**config.mk**
```make
export PLATFORM = sky130hd
export DESIGN_NAME = v4_peak_detector_flat
export DESIGN_NICKNAME = d
export VERILOG_FILES = /design/src/rtl/v4_peak_detector_pkg.sv /design/src/rtl/v4_peak_detector_if.sv /design/src/rtl/v4_peak_detector_event_slot.sv /design/src/rtl/v4_peak_detector.sv /design/src/flat_wrapper.sv
export SDC_FILE = /design/constraint.sdc
export NUM_CORES = 1
export LEC_CHECK = 0
export CAP_MARGIN = 0
export CORE_UTILIZATION = 24
export DETAILED_ROUTE_END_ITERATION = 6
export PLACE_DENSITY = 0.5
export SYNTH_ARGS = -nofsm -noshare
export SYNTH_HDL_FRONTEND = slang
export SYNTH_SLANG_ARGS = --single-unit
```
**constraint.sdc**
```tcl
create_clock -name clk -period 7.2 [get_ports clk]
set_clock_uncertainty 0.2 [all_clocks]
set_input_delay 1.44 -clock clk [delete_from_list [all_inputs] [get_ports clk]]
set_output_delay 1.44 -clock clk [all_outputs]
set_load 0.01 [all_outputs]
```
**src/rtl/v4_peak_detector_pkg.sv**
```systemverilog
// Shared widths, limits, FSM encoding and event record for the v4 peak detector.
package v4_peak_detector_pkg;
    localparam int SIZE_FILTER_DATA = 16;
    localparam int TS_WIDTH         = 32;
    localparam int HYST             = 10;
    localparam int MAX_WIDTH        = 64;
    localparam int LOST_WIDTH       = 16;
    localparam int CNT_W            = $clog2(MAX_WIDTH + 1);

    typedef logic [1:0] state_t;
    localparam state_t IDLE     = 2'd0;
    localparam state_t ACTIVE   = 2'd1;
    localparam state_t WAIT_LOW = 2'd2;

    typedef struct packed {
        logic signed [SIZE_FILTER_DATA-1:0] amplitude;
        logic [TS_WIDTH-1:0]                tstamp;
        logic                               pileup;
    } event_t;
endpackage

```
**src/rtl/v4_peak_detector_if.sv**
```systemverilog
// Event record output bus with valid/ready handshake and lost-event counter.
interface v4_peak_detector_if;
    import v4_peak_detector_pkg::*;

    logic                               peak_valid;
    logic                               peak_ready;
    logic signed [SIZE_FILTER_DATA-1:0] peak_amplitude;
    logic [TS_WIDTH-1:0]                peak_time;
    logic                               peak_pileup;
    logic [LOST_WIDTH-1:0]              lost_count;

    modport master (
        output peak_valid, peak_amplitude, peak_time, peak_pileup, lost_count,
        input  peak_ready
    );

    modport slave (
        input  peak_valid, peak_amplitude, peak_time, peak_pileup, lost_count,
        output peak_ready
    );
endinterface

```
**src/rtl/v4_peak_detector_event_slot.sv**
```systemverilog
// Single-entry output register: accepts an event when empty or draining, else drops and counts it.
module v4_peak_detector_event_slot
    import v4_peak_detector_pkg::*;
(
    input  logic               clk,
    input  logic               reset,
    input  logic               emit,
    input  event_t             ev,
    v4_peak_detector_if.master pk
);

    logic load;

    function automatic logic [LOST_WIDTH-1:0] sat_inc(input logic [LOST_WIDTH-1:0] c);
        return (&c) ? c : c + 1'b1;
    endfunction

    assign load = emit && (!pk.peak_valid || pk.peak_ready);

    always_ff @(posedge clk or negedge reset) begin
        if (!reset) begin
            pk.peak_valid     <= 1'b0;
            pk.peak_amplitude <= '0;
            pk.peak_time      <= '0;
            pk.peak_pileup    <= 1'b0;
            pk.lost_count     <= '0;
        end else begin
            if (load) begin
                pk.peak_valid     <= 1'b1;
                pk.peak_amplitude <= ev.amplitude;
                pk.peak_time      <= ev.tstamp;
                pk.peak_pileup    <= ev.pileup;
            end else if (pk.peak_valid && pk.peak_ready) begin
                pk.peak_valid <= 1'b0;
            end
            if (emit && !load)
                pk.lost_count <= sat_inc(pk.lost_count);
        end
    end

endmodule

```
**src/rtl/v4_peak_detector.sv**
```systemverilog
// Threshold/hysteresis pulse detector: captures per-pulse maximum and its timestamp.
module v4_peak_detector
    import v4_peak_detector_pkg::*;
(
    input  logic                               clk,
    input  logic                               reset,
    input  logic signed [SIZE_FILTER_DATA-1:0] filter_data,
    input  logic signed [SIZE_FILTER_DATA-1:0] threshold,
    v4_peak_detector_if.master                 pk
);

    localparam logic signed [SIZE_FILTER_DATA:0] HYST_X = (SIZE_FILTER_DATA+1)'(HYST);

    logic [TS_WIDTH-1:0]                ts;
    logic signed [SIZE_FILTER_DATA-1:0] d_p0;
    logic [TS_WIDTH-1:0]                ts_p0;

    state_t                             state_p1;
    logic signed [SIZE_FILTER_DATA-1:0] thr_p1;
    logic signed [SIZE_FILTER_DATA-1:0] max_p1;
    logic [TS_WIDTH-1:0]                max_ts_p1;
    logic [CNT_W-1:0]                   width_p1;

    logic signed [SIZE_FILTER_DATA:0]   thr_lo;
    logic signed [SIZE_FILTER_DATA:0]   d_x;
    logic                               arm, below, at_max_w, above_max;
    logic                               emit;
    event_t                             ev;

    // Extra bit keeps threshold - HYST from wrapping near the negative limit.
    assign thr_lo    = {thr_p1[SIZE_FILTER_DATA-1], thr_p1} - HYST_X;
    assign d_x       = {d_p0[SIZE_FILTER_DATA-1], d_p0};
    assign arm       = d_p0 > threshold;
    assign below     = d_x < thr_lo;
    assign at_max_w  = width_p1 == CNT_W'(MAX_WIDTH);
    assign above_max = d_p0 > max_p1;

    // Stage p0: free-running timestamp and input sample register
    always_ff @(posedge clk or negedge reset) begin
        if (!reset) begin
            ts    <= '0;
            d_p0  <= '0;
            ts_p0 <= '0;
        end else begin
            ts    <= ts + 1'b1;
            d_p0  <= filter_data;
            ts_p0 <= ts;
        end
    end

    // Stage p1: pulse FSM, running max and width counter
    always_ff @(posedge clk or negedge reset) begin
        if (!reset) begin
            state_p1  <= IDLE;
            thr_p1    <= '0;
            max_p1    <= '0;
            max_ts_p1 <= '0;
            width_p1  <= '0;
        end else begin
            case (state_p1)
                IDLE: begin
                    if (arm) begin
                        state_p1  <= ACTIVE;
                        thr_p1    <= threshold;
                        max_p1    <= d_p0;
                        max_ts_p1 <= ts_p0;
                        width_p1  <= CNT_W'(1);
                    end
                end
                ACTIVE: begin
                    if (below) begin
                        state_p1 <= IDLE;
                    end else if (at_max_w) begin
                        state_p1 <= WAIT_LOW;
                    end else begin
                        width_p1 <= width_p1 + 1'b1;
                        if (above_max) begin
                            max_p1    <= d_p0;
                            max_ts_p1 <= ts_p0;
                        end
                    end
                end
                WAIT_LOW: begin
                    if (below)
                        state_p1 <= IDLE;
                end
                default: state_p1 <= IDLE;
            endcase
        end
    end

    always_comb begin
        emit = 1'b0;
        ev   = '{amplitude: max_p1, tstamp: max_ts_p1, pileup: 1'b0};
        if (state_p1 == ACTIVE) begin
            if (below) begin
                emit = 1'b1;
            end else if (at_max_w) begin
                emit      = 1'b1;
                ev.pileup = 1'b1;
            end
        end
    end

    // Stage p2: output event slot
    v4_peak_detector_event_slot u_slot (
        .clk   (clk),
        .reset (reset),
        .emit  (emit),
        .ev    (ev),
        .pk    (pk)
    );

endmodule

```
**src/flat_wrapper.sv**
```systemverilog
// flat-port wrapper written by rule: the top's interface ports become plain ports
module v4_peak_detector_flat import v4_peak_detector_pkg::*;
  (clk, reset, filter_data, threshold, pk_peak_valid, pk_peak_amplitude, pk_peak_time, pk_peak_pileup, pk_lost_count, pk_peak_ready);
  v4_peak_detector_if pk_i ();
  input  logic clk;
  input  logic reset;
  input  logic signed [SIZE_FILTER_DATA-1:0] filter_data;
  input  logic signed [SIZE_FILTER_DATA-1:0] threshold;
  output wire logic [$bits(pk_i.peak_valid)-1:0] pk_peak_valid;
  output wire logic [$bits(pk_i.peak_amplitude)-1:0] pk_peak_amplitude;
  output wire logic [$bits(pk_i.peak_time)-1:0] pk_peak_time;
  output wire logic [$bits(pk_i.peak_pileup)-1:0] pk_peak_pileup;
  output wire logic [$bits(pk_i.lost_count)-1:0] pk_lost_count;
  input wire logic [$bits(pk_i.peak_ready)-1:0] pk_peak_ready;
  assign pk_peak_valid = pk_i.peak_valid;
  assign pk_peak_amplitude = pk_i.peak_amplitude;
  assign pk_peak_time = pk_i.peak_time;
  assign pk_peak_pileup = pk_i.peak_pileup;
  assign pk_lost_count = pk_i.lost_count;
  assign pk_i.peak_ready = pk_peak_ready;
  v4_peak_detector u_core (.clk(clk), .reset(reset), .filter_data(filter_data), .threshold(threshold), .pk(pk_i));
endmodule
```
==> results_dict.tcl <==
set metrics [dict create \
    status "complete, no violations" \
    synth_commonest_cells "219 x dfrtp_1, 129 x o211ai_1, 64 x mux2_2" \
    diodes 0 \
    synthCells 933 \
    dp.cells 1575 \
    hold_slack_ps 203 \
    cts_tree "yes" \
    area_growth_pct 23.4 \
    grt_setup_unrepaired "no" \
    stdcell_count 1621 \
    ff2ff_setup_slack_ps 1920 \
    dr_total_vias 7749 \
    cts_max_path_buffers 3 \
    synthArstFlopShare_pct 100 \
    grt_max_degree 92 \
    cp.arrival_ps 5490 \
    crit_required_ps 7410 \
    start_util_pct 24.3 \
    clock_latency_ps 540 \
    post_cts_buffers 0 \
    syn-cell-area_um2 10700 \
    power_w 0.00490 \
    hpwlAfterDp_um 18200 \
    finalMaxSlewViolations 0 \
    h-tree-depth 1 \
    ir_worst_vdd_mv 0.219 \
    path_class "register to register" \
    leakagePower_nw 5.71 \
    reg2regPathDepth 17 \
    grt-ovfl-total 0 \
    drv_cap 0 \
    timing.rr.end "u_core.u_slot.pk.peak_amplitude[15]" \
    dr.pass1.iters 5 \
    cts.clk_slew.worst_paths_ps 60 \
    yosysMostFrequentCell "dfrtp_1" \
    dieWidth_um 213 \
    setup_tns_ps 0 \
    synth_top_area_share_pct 51.1 \
    io_buffers 100 \
    r2r_start "u_core.thr_p1[1]" \
    cp-start-kind "register" \
    synth_edf_count 0 \
    syn-num-nets 1021 \
    crit_end "u_core.u_slot.pk.peak_amplitude[15]" \
    synth_top_flop_cell "dfrtp_1" \
    numCtsBuffers 26 \
    crit_fanout 48 \
    cts_resized 0 \
    antenna_found_initial 0 \
    first_iter_violations 540 \
    synth_seq_area_share_pct 51.1 \
    fin_nets 1099 \
    io_pins 101 \
    std_cell_rows 77 \
    tightest_slew_ps 996 \
    cp-end-kind "register" \
    yosys_register_bits 219 \
    hold_class "register to register" \
    die_area_um2 45500 \
    p_per_area_nw_per_um2 371 \
    wl_per_cell_um 17.9 \
    root_buffer "clkbuf_16" \
    drc 0 \
    worstSetupStartpoint "u_core.thr_p1[1]" \
    vias_per_cell 4.78 \
    holdBufCountCts 0 \
    finalSetupViolCount 0 \
    routed_wirelength_um 29000 \
    drive_above_1_share_pct 15.2 \
    maxClockFrequency_mhz 190 \
    grt_usage_pct 12.8 \
    grt_pass1_wl_um 46000 \
    cts_sinks 219 \
    postRouteAntennaNets 0 \
    synth_cell_types 54 \
    avgSynthCellArea_um2 11.5 \
    yosysTopAreaCell "dfrtp_1" \
    hold_viol_final 0 \
    grt_pass1_vias 7796 \
    synthTopCellsByArea "dfrtp_1 51%, o211ai_1 9.0%, mux2_2 6.7%, ha_1 6.2%, xnor2_1 3.7%" \
    period_needed_ps 5280 \
    yosysWarnings 0 \
    slew_headroom_pct 33.5 \
    routabilityCongestion 0.740 \
    period_share_pct 73.3 \
    core_um2 44100 \
    die_h_um 213 \
]
-- worst min-delay path by stage --
stage                        startpoint                to  cells after the start
after global placement     u_core.ts[1]   u_core.ts_p0[1]                      0
final                      u_core.ts[1]   u_core.ts_p0[1]                      0
after CTS                  u_core.ts[1]   u_core.ts_p0[1]                      0
after detailed placement   u_core.ts[1]   u_core.ts_p0[1]                      0
after global routing      u_core.ts[31]  u_core.ts_p0[31]                      0
after floorplan            u_core.ts[1]   u_core.ts_p0[1]                      0
-- kinds of logic after synthesis --
group | after synthesis | synth area share, %
compound gates | 256 | 18.3
flops | 219 | 51.1
simple gates | 176 | 8.49
buf+inv | 105 | 4.23
mux | 67 | 7.00
xor+xnor | 57 | 4.66
fa+ha+maj | 53 | 6.19
-- layout by cell type, fill, tap and decap left out, types with 3 or more instances in the layout --
master,instances
a211oi_1,4
mux2_2,64
and2_1,5
clkbuf_8,5
o21ai_0,9
a21oi_1,20
xnor2_1,45
bufinv_16,4
clkinv_2,4
nand4_1,18
clkbuf_16,27
inv_1,40
nor4_1,4
a31oi_1,3
nor3_1,7
or3_1,3
nor2b_1,7
buf_4,15
nor2_1,29
nand2_1,47
dfrtp_1,219
nand2b_1,5
clkdlybuf4s50_1,99
o211ai_2,20
and4_1,8
nand3_1,21
mux2i_1,3
ha_1,53
a21o_1,4
xor2_1,12
o211ai_1,129
and3_1,9
clkbuf_1,3
o31ai_1,49
-- registers in the layout, indices dropped and copies added (netlist names) --
signal / cells
u_core.ts_p0: 32
u_core.max_ts_p1: 32
u_core.u_slot.pk.peak_time: 32
u_core.max_p1: 16
u_core.state_p1: 2
u_core.ts: 32
u_core.width_p1: 7
u_core.d_p0: 16
u_core.u_slot.pk.peak_amplitude: 16
u_core.u_slot.pk.lost_count: 16
u_core.u_slot.pk.peak_pileup: 1
u_core.u_slot.pk.peak_valid: 1
u_core.thr_p1: 16
-- power by group --
part / switching (W) / total, W / internal [W]
Combinational: 0.00113 / 0.00184 / 0.000711
Sequential: 0.000210 / 0.00166 / 0.00145
Clock: 0.000531 / 0.00141 / 0.000876
Total: 0.00187 / 0.00490 / 0.00303
-- worst max-delay path, cell delays in order, from the launching register on --
cell and delay, ps:
dfrtp_1 390, inv_1 80, ha_1 180, nor2b_1 70
nor2b_1 210, nand2_1 120, or3_1 380, nor4b_1 440
xnor2_1 170, ha_1 260, and4_1 240, a21oi_1 130
o21ai_0 130, o31a_1 370, or3_1 660, nand2_2 130
buf_4 560, mux2_2 410
-- final cells by class --
class / instances / area [um^2]
fill: 4541 / 30900
timing repair buffer: 115 / 1120
inverter: 40 / 150
multi-input combinational: 609 / 4820
clock inverter: 11 / 165
sequential: 219 / 5480
clock buffer: 35 / 756
tap: 592 / 741
-- through the flow --
stage	utilization, %	setup slack (ps)	area (um^2)
after global routing	30.0	1560	13200
after detailed placement	27.9	1830	12300
after CTS	30.0	1820	13200
after global placement	27.9	1920	12300
final	30.0	1920	13200
after floorplan	-	2950	10700
-- layer usage --
layer	GRT usage (%)	vias up	wire length, um
met5	0	-	0
met4	3.79	0	623
met3	2.52	41	1640
met2	20.0	184	13200
met1	17.9	3888	13500
li1	-	3636	-
Note: power is estimated with default switching activity, not from simulation.
